File: src/rtl/window_3x3_gen_pkg.sv
// Shared defaults and FSM state encodings for the 3x3 window generator.
package window_3x3_gen_pkg;

    localparam int DEF_IMG_W = 64;
    localparam int DEF_IMG_H = 64;
    localparam int DEF_PIX_W = 13;

    localparam logic [1:0] ST_IDLE  = 2'd0;
    localparam logic [1:0] ST_FILL  = 2'd1;
    localparam logic [1:0] ST_RUN   = 2'd2;
    localparam logic [1:0] ST_DRAIN = 2'd3;

endpackage

File: src/rtl/window_3x3_gen_if.sv
// Pixel-in / window-out bus of the 3x3 window generator.
interface window_3x3_gen_if
    import window_3x3_gen_pkg::*;
#(
    parameter int IMG_W = DEF_IMG_W,
    parameter int IMG_H = DEF_IMG_H,
    parameter int PIX_W = DEF_PIX_W
);
    localparam int XW = $clog2(IMG_W);
    localparam int YW = $clog2(IMG_H);

    logic             in_valid;
    logic             in_ready;
    logic [PIX_W-1:0] in_pixel;
    logic             out_valid;
    logic [PIX_W-1:0] p0, p1, p2, p3, p4, p5, p6, p7, p8;
    logic [XW-1:0]    out_x;
    logic [YW-1:0]    out_y;
    logic             frame_done;

    modport slave (
        input  in_valid, in_pixel,
        output in_ready, out_valid, p0, p1, p2, p3, p4, p5, p6, p7, p8,
               out_x, out_y, frame_done
    );

    modport master (
        output in_valid, in_pixel,
        input  in_ready, out_valid, p0, p1, p2, p3, p4, p5, p6, p7, p8,
               out_x, out_y, frame_done
    );

endinterface

File: src/rtl/window_3x3_gen_line_buffer.sv
// One-row pixel delay: a shift register of DEPTH entries advancing one slot per enable.
module window_3x3_gen_line_buffer #(
    parameter int DEPTH = 64,
    parameter int PIX_W = 13
) (
    input  logic             clk,
    input  logic             en_i,
    input  logic [PIX_W-1:0] din_i,
    output logic [PIX_W-1:0] dout_o
);
    // Contents are never reset; stale data is masked by the window padding.
    logic [DEPTH-1:0][PIX_W-1:0] mem_q;

    always_ff @(posedge clk) begin
        if (en_i) mem_q <= {mem_q[DEPTH-2:0], din_i};
    end

    assign dout_o = mem_q[DEPTH-1];

endmodule

File: src/rtl/window_3x3_gen.sv
// Streaming raster-order 3x3 neighbourhood generator with zero padding at the image borders.
module window_3x3_gen
    import window_3x3_gen_pkg::*;
#(
    parameter int IMG_W = DEF_IMG_W,
    parameter int IMG_H = DEF_IMG_H,
    parameter int PIX_W = DEF_PIX_W
) (
    input  logic            clk,
    input  logic            rst_n,
    window_3x3_gen_if.slave bus
);
    localparam int XW = $clog2(IMG_W);
    localparam int YW = $clog2(IMG_H);
    localparam logic [XW-1:0] X_LAST = XW'(IMG_W - 1);
    localparam logic [YW-1:0] Y_LAST = YW'(IMG_H - 1);

    logic [1:0]                 state_q, state_d;
    logic [XW-1:0]              in_x_q, in_x_d, cx_q, cx_d, out_x_q;
    logic [YW-1:0]              in_y_q, in_y_d, cy_q, cy_d, out_y_q;
    logic [2:0][2:0][PIX_W-1:0] win_q, win_d;
    logic [8:0][PIX_W-1:0]      pix_q, pix_d;
    logic                       out_valid_q, frame_done_q;
    logic                       drain, accept, step, emit, c_last;
    logic [PIX_W-1:0]           pix_in;
    logic [PIX_W-1:0]           lb_chain [3];

    always_comb begin
        drain  = (state_q == ST_DRAIN);
        accept = bus.in_valid && !drain;
        // Drain keeps the pipeline moving with zero pixels until the last centre is out.
        step   = accept || drain;
        pix_in = drain ? '0 : bus.in_pixel;
        emit   = step && ((state_q == ST_RUN) || drain);
        c_last = (cx_q == X_LAST) && (cy_q == Y_LAST);

        for (int r = 0; r < 3; r++) begin
            win_d[r][0] = win_q[r][1];
            win_d[r][1] = win_q[r][2];
        end
        win_d[0][2] = lb_chain[2];
        win_d[1][2] = lb_chain[1];
        win_d[2][2] = pix_in;

        for (int r = 0; r < 3; r++) begin
            for (int c = 0; c < 3; c++) begin
                pix_d[r*3+c] = ((r == 0 && cy_q == '0) || (r == 2 && cy_q == Y_LAST) ||
                                (c == 0 && cx_q == '0) || (c == 2 && cx_q == X_LAST))
                               ? '0 : win_d[r][c];
            end
        end

        in_x_d = in_x_q;
        in_y_d = in_y_q;
        if (accept) begin
            if (in_x_q == X_LAST) begin
                in_x_d = '0;
                in_y_d = (in_y_q == Y_LAST) ? '0 : in_y_q + 1'b1;
            end else begin
                in_x_d = in_x_q + 1'b1;
            end
        end

        cx_d = cx_q;
        cy_d = cy_q;
        if (emit) begin
            if (cx_q == X_LAST) begin
                cx_d = '0;
                cy_d = (cy_q == Y_LAST) ? '0 : cy_q + 1'b1;
            end else begin
                cx_d = cx_q + 1'b1;
            end
        end

        state_d = state_q;
        case (state_q)
            ST_IDLE:  if (accept) state_d = ST_FILL;
            // Pixel (0,1) is the IMG_W+1-th accept; the next accept completes window (0,0).
            ST_FILL:  if (accept && in_x_q == '0 && in_y_q == YW'(1)) state_d = ST_RUN;
            ST_RUN:   if (accept && in_x_q == X_LAST && in_y_q == Y_LAST) state_d = ST_DRAIN;
            ST_DRAIN: if (c_last) state_d = ST_IDLE;
            default:  state_d = ST_IDLE;
        endcase
    end

    assign lb_chain[0] = pix_in;

    for (genvar i = 0; i < 2; i++) begin : g_lb
        window_3x3_gen_line_buffer #(
            .DEPTH (IMG_W),
            .PIX_W (PIX_W)
        ) u_lb (
            .clk    (clk),
            .en_i   (step),
            .din_i  (lb_chain[i]),
            .dout_o (lb_chain[i+1])
        );
    end

    always_ff @(posedge clk) begin
        if (step) win_q <= win_d;
    end

    always_ff @(posedge clk or negedge rst_n) begin
        if (!rst_n) begin
            state_q      <= ST_IDLE;
            in_x_q       <= '0;
            in_y_q       <= '0;
            cx_q         <= '0;
            cy_q         <= '0;
            out_x_q      <= '0;
            out_y_q      <= '0;
            pix_q        <= '0;
            out_valid_q  <= 1'b0;
            frame_done_q <= 1'b0;
        end else begin
            state_q      <= state_d;
            in_x_q       <= in_x_d;
            in_y_q       <= in_y_d;
            cx_q         <= cx_d;
            cy_q         <= cy_d;
            out_valid_q  <= emit;
            frame_done_q <= emit && c_last;
            if (emit) begin
                pix_q   <= pix_d;
                out_x_q <= cx_q;
                out_y_q <= cy_q;
            end
        end
    end

    assign bus.in_ready   = !drain;
    assign bus.out_valid  = out_valid_q;
    assign bus.frame_done = frame_done_q;
    assign bus.out_x      = out_x_q;
    assign bus.out_y      = out_y_q;
    assign bus.p0 = pix_q[0];
    assign bus.p1 = pix_q[1];
    assign bus.p2 = pix_q[2];
    assign bus.p3 = pix_q[3];
    assign bus.p4 = pix_q[4];
    assign bus.p5 = pix_q[5];
    assign bus.p6 = pix_q[6];
    assign bus.p7 = pix_q[7];
    assign bus.p8 = pix_q[8];

endmodule
File: src/flat_wrapper.sv
// flat-port wrapper written by rule: the top's interface ports become plain ports
module window_3x3_gen_flat import window_3x3_gen_pkg::*;
#(
    parameter int IMG_W = DEF_IMG_W,
    parameter int IMG_H = DEF_IMG_H,
    parameter int PIX_W = DEF_PIX_W
)
  (clk, rst_n, bus_in_valid, bus_in_pixel, bus_in_ready, bus_out_valid, bus_p0, bus_p1, bus_p2, bus_p3, bus_p4, bus_p5, bus_p6, bus_p7, bus_p8, bus_out_x, bus_out_y, bus_frame_done);
  window_3x3_gen_if #(.IMG_W(IMG_W), .IMG_H(IMG_H), .PIX_W(PIX_W)) bus_i ();
  input  logic clk;
  input  logic rst_n;
  input wire logic [$bits(bus_i.in_valid)-1:0] bus_in_valid;
  input wire logic [$bits(bus_i.in_pixel)-1:0] bus_in_pixel;
  output wire logic [$bits(bus_i.in_ready)-1:0] bus_in_ready;
  output wire logic [$bits(bus_i.out_valid)-1:0] bus_out_valid;
  output wire logic [$bits(bus_i.p0)-1:0] bus_p0;
  output wire logic [$bits(bus_i.p1)-1:0] bus_p1;
  output wire logic [$bits(bus_i.p2)-1:0] bus_p2;
  output wire logic [$bits(bus_i.p3)-1:0] bus_p3;
  output wire logic [$bits(bus_i.p4)-1:0] bus_p4;
  output wire logic [$bits(bus_i.p5)-1:0] bus_p5;
  output wire logic [$bits(bus_i.p6)-1:0] bus_p6;
  output wire logic [$bits(bus_i.p7)-1:0] bus_p7;
  output wire logic [$bits(bus_i.p8)-1:0] bus_p8;
  output wire logic [$bits(bus_i.out_x)-1:0] bus_out_x;
  output wire logic [$bits(bus_i.out_y)-1:0] bus_out_y;
  output wire logic [$bits(bus_i.frame_done)-1:0] bus_frame_done;
  assign bus_i.in_valid = bus_in_valid;
  assign bus_i.in_pixel = bus_in_pixel;
  assign bus_in_ready = bus_i.in_ready;
  assign bus_out_valid = bus_i.out_valid;
  assign bus_p0 = bus_i.p0;
  assign bus_p1 = bus_i.p1;
  assign bus_p2 = bus_i.p2;
  assign bus_p3 = bus_i.p3;
  assign bus_p4 = bus_i.p4;
  assign bus_p5 = bus_i.p5;
  assign bus_p6 = bus_i.p6;
  assign bus_p7 = bus_i.p7;
  assign bus_p8 = bus_i.p8;
  assign bus_out_x = bus_i.out_x;
  assign bus_out_y = bus_i.out_y;
  assign bus_frame_done = bus_i.frame_done;
  window_3x3_gen #(.IMG_W(IMG_W), .IMG_H(IMG_H), .PIX_W(PIX_W)) u_core (.clk(clk), .rst_n(rst_n), .bus(bus_i));
endmodule
File: config.mk
export PLATFORM = sky130hd
export DESIGN_NAME = window_3x3_gen_flat
export DESIGN_NICKNAME = d
export VERILOG_FILES = /design/src/rtl/window_3x3_gen_pkg.sv /design/src/rtl/window_3x3_gen_if.sv /design/src/rtl/window_3x3_gen_line_buffer.sv /design/src/rtl/window_3x3_gen.sv /design/src/flat_wrapper.sv
export SDC_FILE = /design/constraint.sdc
export NUM_CORES = 2
export LEC_CHECK = 0
export ABC_AREA = 1
export BUFFER_PORTS_ARGS = -buffer_cell sky130_fd_sc_hd__clkbuf_2
export CORE_MARGIN = 3
export CORE_UTILIZATION = 65
export DETAILED_ROUTE_END_ITERATION = 8
export PLACE_DENSITY_LB_ADDON = 0.25
export SYNTH_ARGS = -nofsm -noshare
export SYNTH_HDL_FRONTEND = slang
export SYNTH_SLANG_ARGS = --single-unit
File: constraint.sdc
create_clock -name clk -period 68.6 [get_ports clk]
set_input_delay 13.72 -clock clk [delete_from_list [all_inputs] [get_ports clk]]
set_output_delay 13.72 -clock clk [all_outputs]
set_load 0.02 [all_outputs]
==> results.toml <==
[clock_network]
hold_buffers = 0
insertion_delay_ns = 0.75
ctsRootBufferMaster = "clkbuf_16"
cts_buffer_depth = 3
path_clk_slew_ns = 0.06
cts_tree = "built"
cts_setup_buffers = 0
cts_sinks = 1847
cts_resized = 0
cts_buffers = 165
ctsHtreeMaxLevel = 4

[synth]
syn_inst = 2432
syn_nets = 2461
yosys.cell_types.count = 38
synth_fa_ha_area_frac = 0.00283
yosys.area.top_type = "edfxtp_1"
synth-xor-area-share = 0.000914
async_flop_share = 0.0850
synth_area_sq_mm = 0.0575
synth_edf_count = 1690
synth_seq_cells = 1847
syn_area_per_cell_sq_um = 23.6
yosysWarnings = 0
synth_mux_area_frac = 0
synth_top_family_by_area = "simple AND/OR/NAND/NOR gates"
synth-compound-area-share = 0.00838
synth-simple-area-share = 0.0302
synth_seq_area_share = 0.951
synth.top_cell.area_share = 0.882
ys.flop_type = "edfxtp_1"
synth_area_leaders = "edfxtp_1, dfrtp_1, nand2_1"

[layout]
syn_to_final_growth_pct = 12.8
diodes = 0
drive_gt1_frac = 0.149
fin_util = 0.743
multi_input_area_sq_mm = 0.00244
final_nets = 2757
stdcell_count = 4017
fillers = 4497
regArea_sq_mm = 0.0547

[grt]
grtUsageTotal = 0.206
grt-ovfl-total = 0
grt_pass1_wl_mm = 140
antenna_found_initial = 2
grt_pass1_vias = 22800
grt_max_degree = 234

[sta]
slew_viol_final = 0
skew_ns = 0.0250
tns_ns = 0
worstMarginPinSlew_ns = 1.22
setup_viol = 0
hold_viol = 0
fmax_ghz = 0.0563
max_slew_margin = 0.189
fin_crit_ns = 17.75
holdWs_ns = 0.395
rsz0062_at_grt = "no"
post-route-period-util = 0.259

[critical_path]
cp_slowest_cell = "buf_4"
crit_path_frequent_cell = "buf_4"
r2r_cells = 7
crit_chain = "clkbuf_2 -> inv_1 -> nand2_4 -> buf_4 -> buf_4 -> buf_4 -> buf_4"
critPathRequiredTime_ns = 68.95
cp_max_fo = 90
arrival_ns = 18.10
start_kind = "primary input"
r2r_end = "u_core.g_lb[0].u_lb.mem_q[427]"
path_delay_family = "buffers and inverters"
cp_num_buf_inv = 6
cp_slowest_stage_delay_ns = 0.98
r2r_setup_slack_ns = 62.78
critical_path_class = "in2reg"
r2r_start = "u_core.state_q[1]"
end_kind = "flop"

[drt]
wirelength_mm = 91.6
drc_errors = 0
route.vias.total = 22500
drtPass1Iterations = 6
final_antenna_net_count = 0
wl_per_cell_um = 22.8
drt-vias-per-instance = 5.60
drtIter0Drc = 2621

[place]
place_congestion = 0.797
placed_cells = 3716
port_buffers = 147
dpl.hpwl_mm = 38.1

[floorplan]
dieArea_sq_mm = 0.0921
core_sq_mm = 0.0873
ios = 148
initial_utilization = 0.659
rows = 108
die_w_um = 303
die-height_um = 303

[min_path]
min_path_type = "reg2reg"
min_from = "u_core.g_lb[0].u_lb.mem_q[305]"
hold_path_depth = 0
hold_path_end = "u_core.g_lb[0].u_lb.mem_q[318]"

[pwr]
p_leak_nw = 23.5
ir_drop_mv = 0.0366
cellPowerDensity_mw_per_mm2 = 46.1

[flow_run]
cap_violations = 0

[status]
status = "complete, no violations"
[kinds of logic (layout without fill, tap and decap cells)]
group / Yosys count / after routing
fa+ha+maj: 13 / 13
xor+xnor: 6 / 6
flops: 1847 / 1847
simple gates: 399 / 399
compound gates: 81 / 81
buf+inv: 86 / 516
[cell usage in the layout (no fill, tap or decap), types with 2 or more instances in the layout]
cell,count
edfxtp_1,1690
nand2_1,269
clkbuf_16,167
dfrtp_1,157
clkbuf_2,146
nand3_1,66
o21ai_0,57
inv_1,46
clkbuf_1,45
nor2_1,32
clkinv_2,26
clkinv_1,25
buf_4,16
a22o_1,13
ha_1,13
clkbuf_8,10
bufinv_16,7
clkinvlp_4,6
inv_6,5
nand3_2,5
nor2_4,5
nand4_1,4
nor3_2,4
a21oi_1,4
xor2_1,4
clkinv_8,4
nand2_4,3
nand2_2,3
inv_16,3
buf_12,3
nor2_2,2
nor3_1,2
xnor2_1,2
clkinv_16,2
[report_power, final]
group | leakage (nW) | switching (W) | internal (W)
Combinational | 2.27 | 0.000233 | 0.0000652
Clock | 2.53 | 0.000404 | 0.000490
Sequential | 18.7 | 0.000138 | 0.00166
[cell type report]
type	count	area share
clock buffer	222	0.0691
clock inverter	79	0.0111
inverter	49	0.00297
multi-input combinational	499	0.0376
sequential	1847	0.843
tap	1155	0.0223
timing repair buffer	166	0.0142
[through the flow]
step           total power (W)  setup WS, ns  cell area (sq um)
5_1_grt                0.00312         50.39              64900
3_3_place_gp           0.00206         50.25              59700
4_1_cts                0.00303         50.86              64900
3_5_place_dp           0.00209         50.04              59700
6_report               0.00299         50.85              64900
2_1_floorplan          0.00233         16.01              57500
[state kept, by name (all words and copies together), names as in the netlist]
name,flops
u_core.g_lb.u_lb.mem_q,1612
u_core.win_d,52
u_core.g_lb.u_lb.dout_o,26
u_core.bus.p0,13
u_core.bus.p1,13
u_core.bus.p2,13
u_core.bus.p3,13
u_core.bus.p4,13
u_core.bus.p5,13
u_core.bus.p6,13
u_core.bus.p7,13
u_core.bus.p8,13
u_core.bus.out_x,6
u_core.bus.out_y,6
u_core.cx_q,6
u_core.cy_q,6
u_core.in_x_q,6
u_core.in_y_q,6
u_core.state_q,2
u_core.bus.frame_done,1
u_core.bus.out_valid,1
[worst register-to-register path, cell delays in order, from the launching register on]
cell	delay, ns
dfrtp_1	0.41
ha_1	0.74
inv_6	0.09
nand2_4	0.60
buf_4	0.78
buf_4	0.83
buf_4	0.94
buf_4	1.01
[layer usage]
| layer | routed length (um) | global-route usage |
|---|---|---|
| met5 | 0 | 0 |
| met4 | 1720 | 0.0579 |
| met3 | 5410 | 0.0454 |
| met2 | 43700 | 0.307 |
| met1 | 40800 | 0.318 |
[cell usage after synthesis, types with 5 or more instances]
| master | number |
|---|---|
| edfxtp_1 | 1690 |
| nand2_1 | 270 |
| dfrtp_1 | 157 |
| nand3_1 | 66 |
| o21ai_0 | 57 |
| inv_1 | 46 |
| nor2_1 | 33 |
| buf_2 | 22 |
| a22o_1 | 13 |
| ha_1 | 13 |
| clkbuf_1 | 7 |
| buf_6 | 5 |
| nand3_2 | 5 |
| nor2_4 | 5 |
[how the worst max path moves through the flow]
stage | from | end | cells past startpoint
after floorplan | bus_in_valid | u_core.g_lb[0].u_lb.dout_o[0] | 2
after global placement | bus_in_valid | u_core.g_lb[0].u_lb.mem_q[492] | 7
after detailed placement | bus_in_valid | u_core.g_lb[0].u_lb.mem_q[453] | 7
after CTS | bus_in_valid | u_core.g_lb[0].u_lb.mem_q[505] | 7
after global routing | bus_in_valid | u_core.g_lb[0].u_lb.mem_q[453] | 7
final | bus_in_valid | u_core.g_lb[0].u_lb.mem_q[427] | 7
No activity file was read; power rests on OpenSTA's default activity.
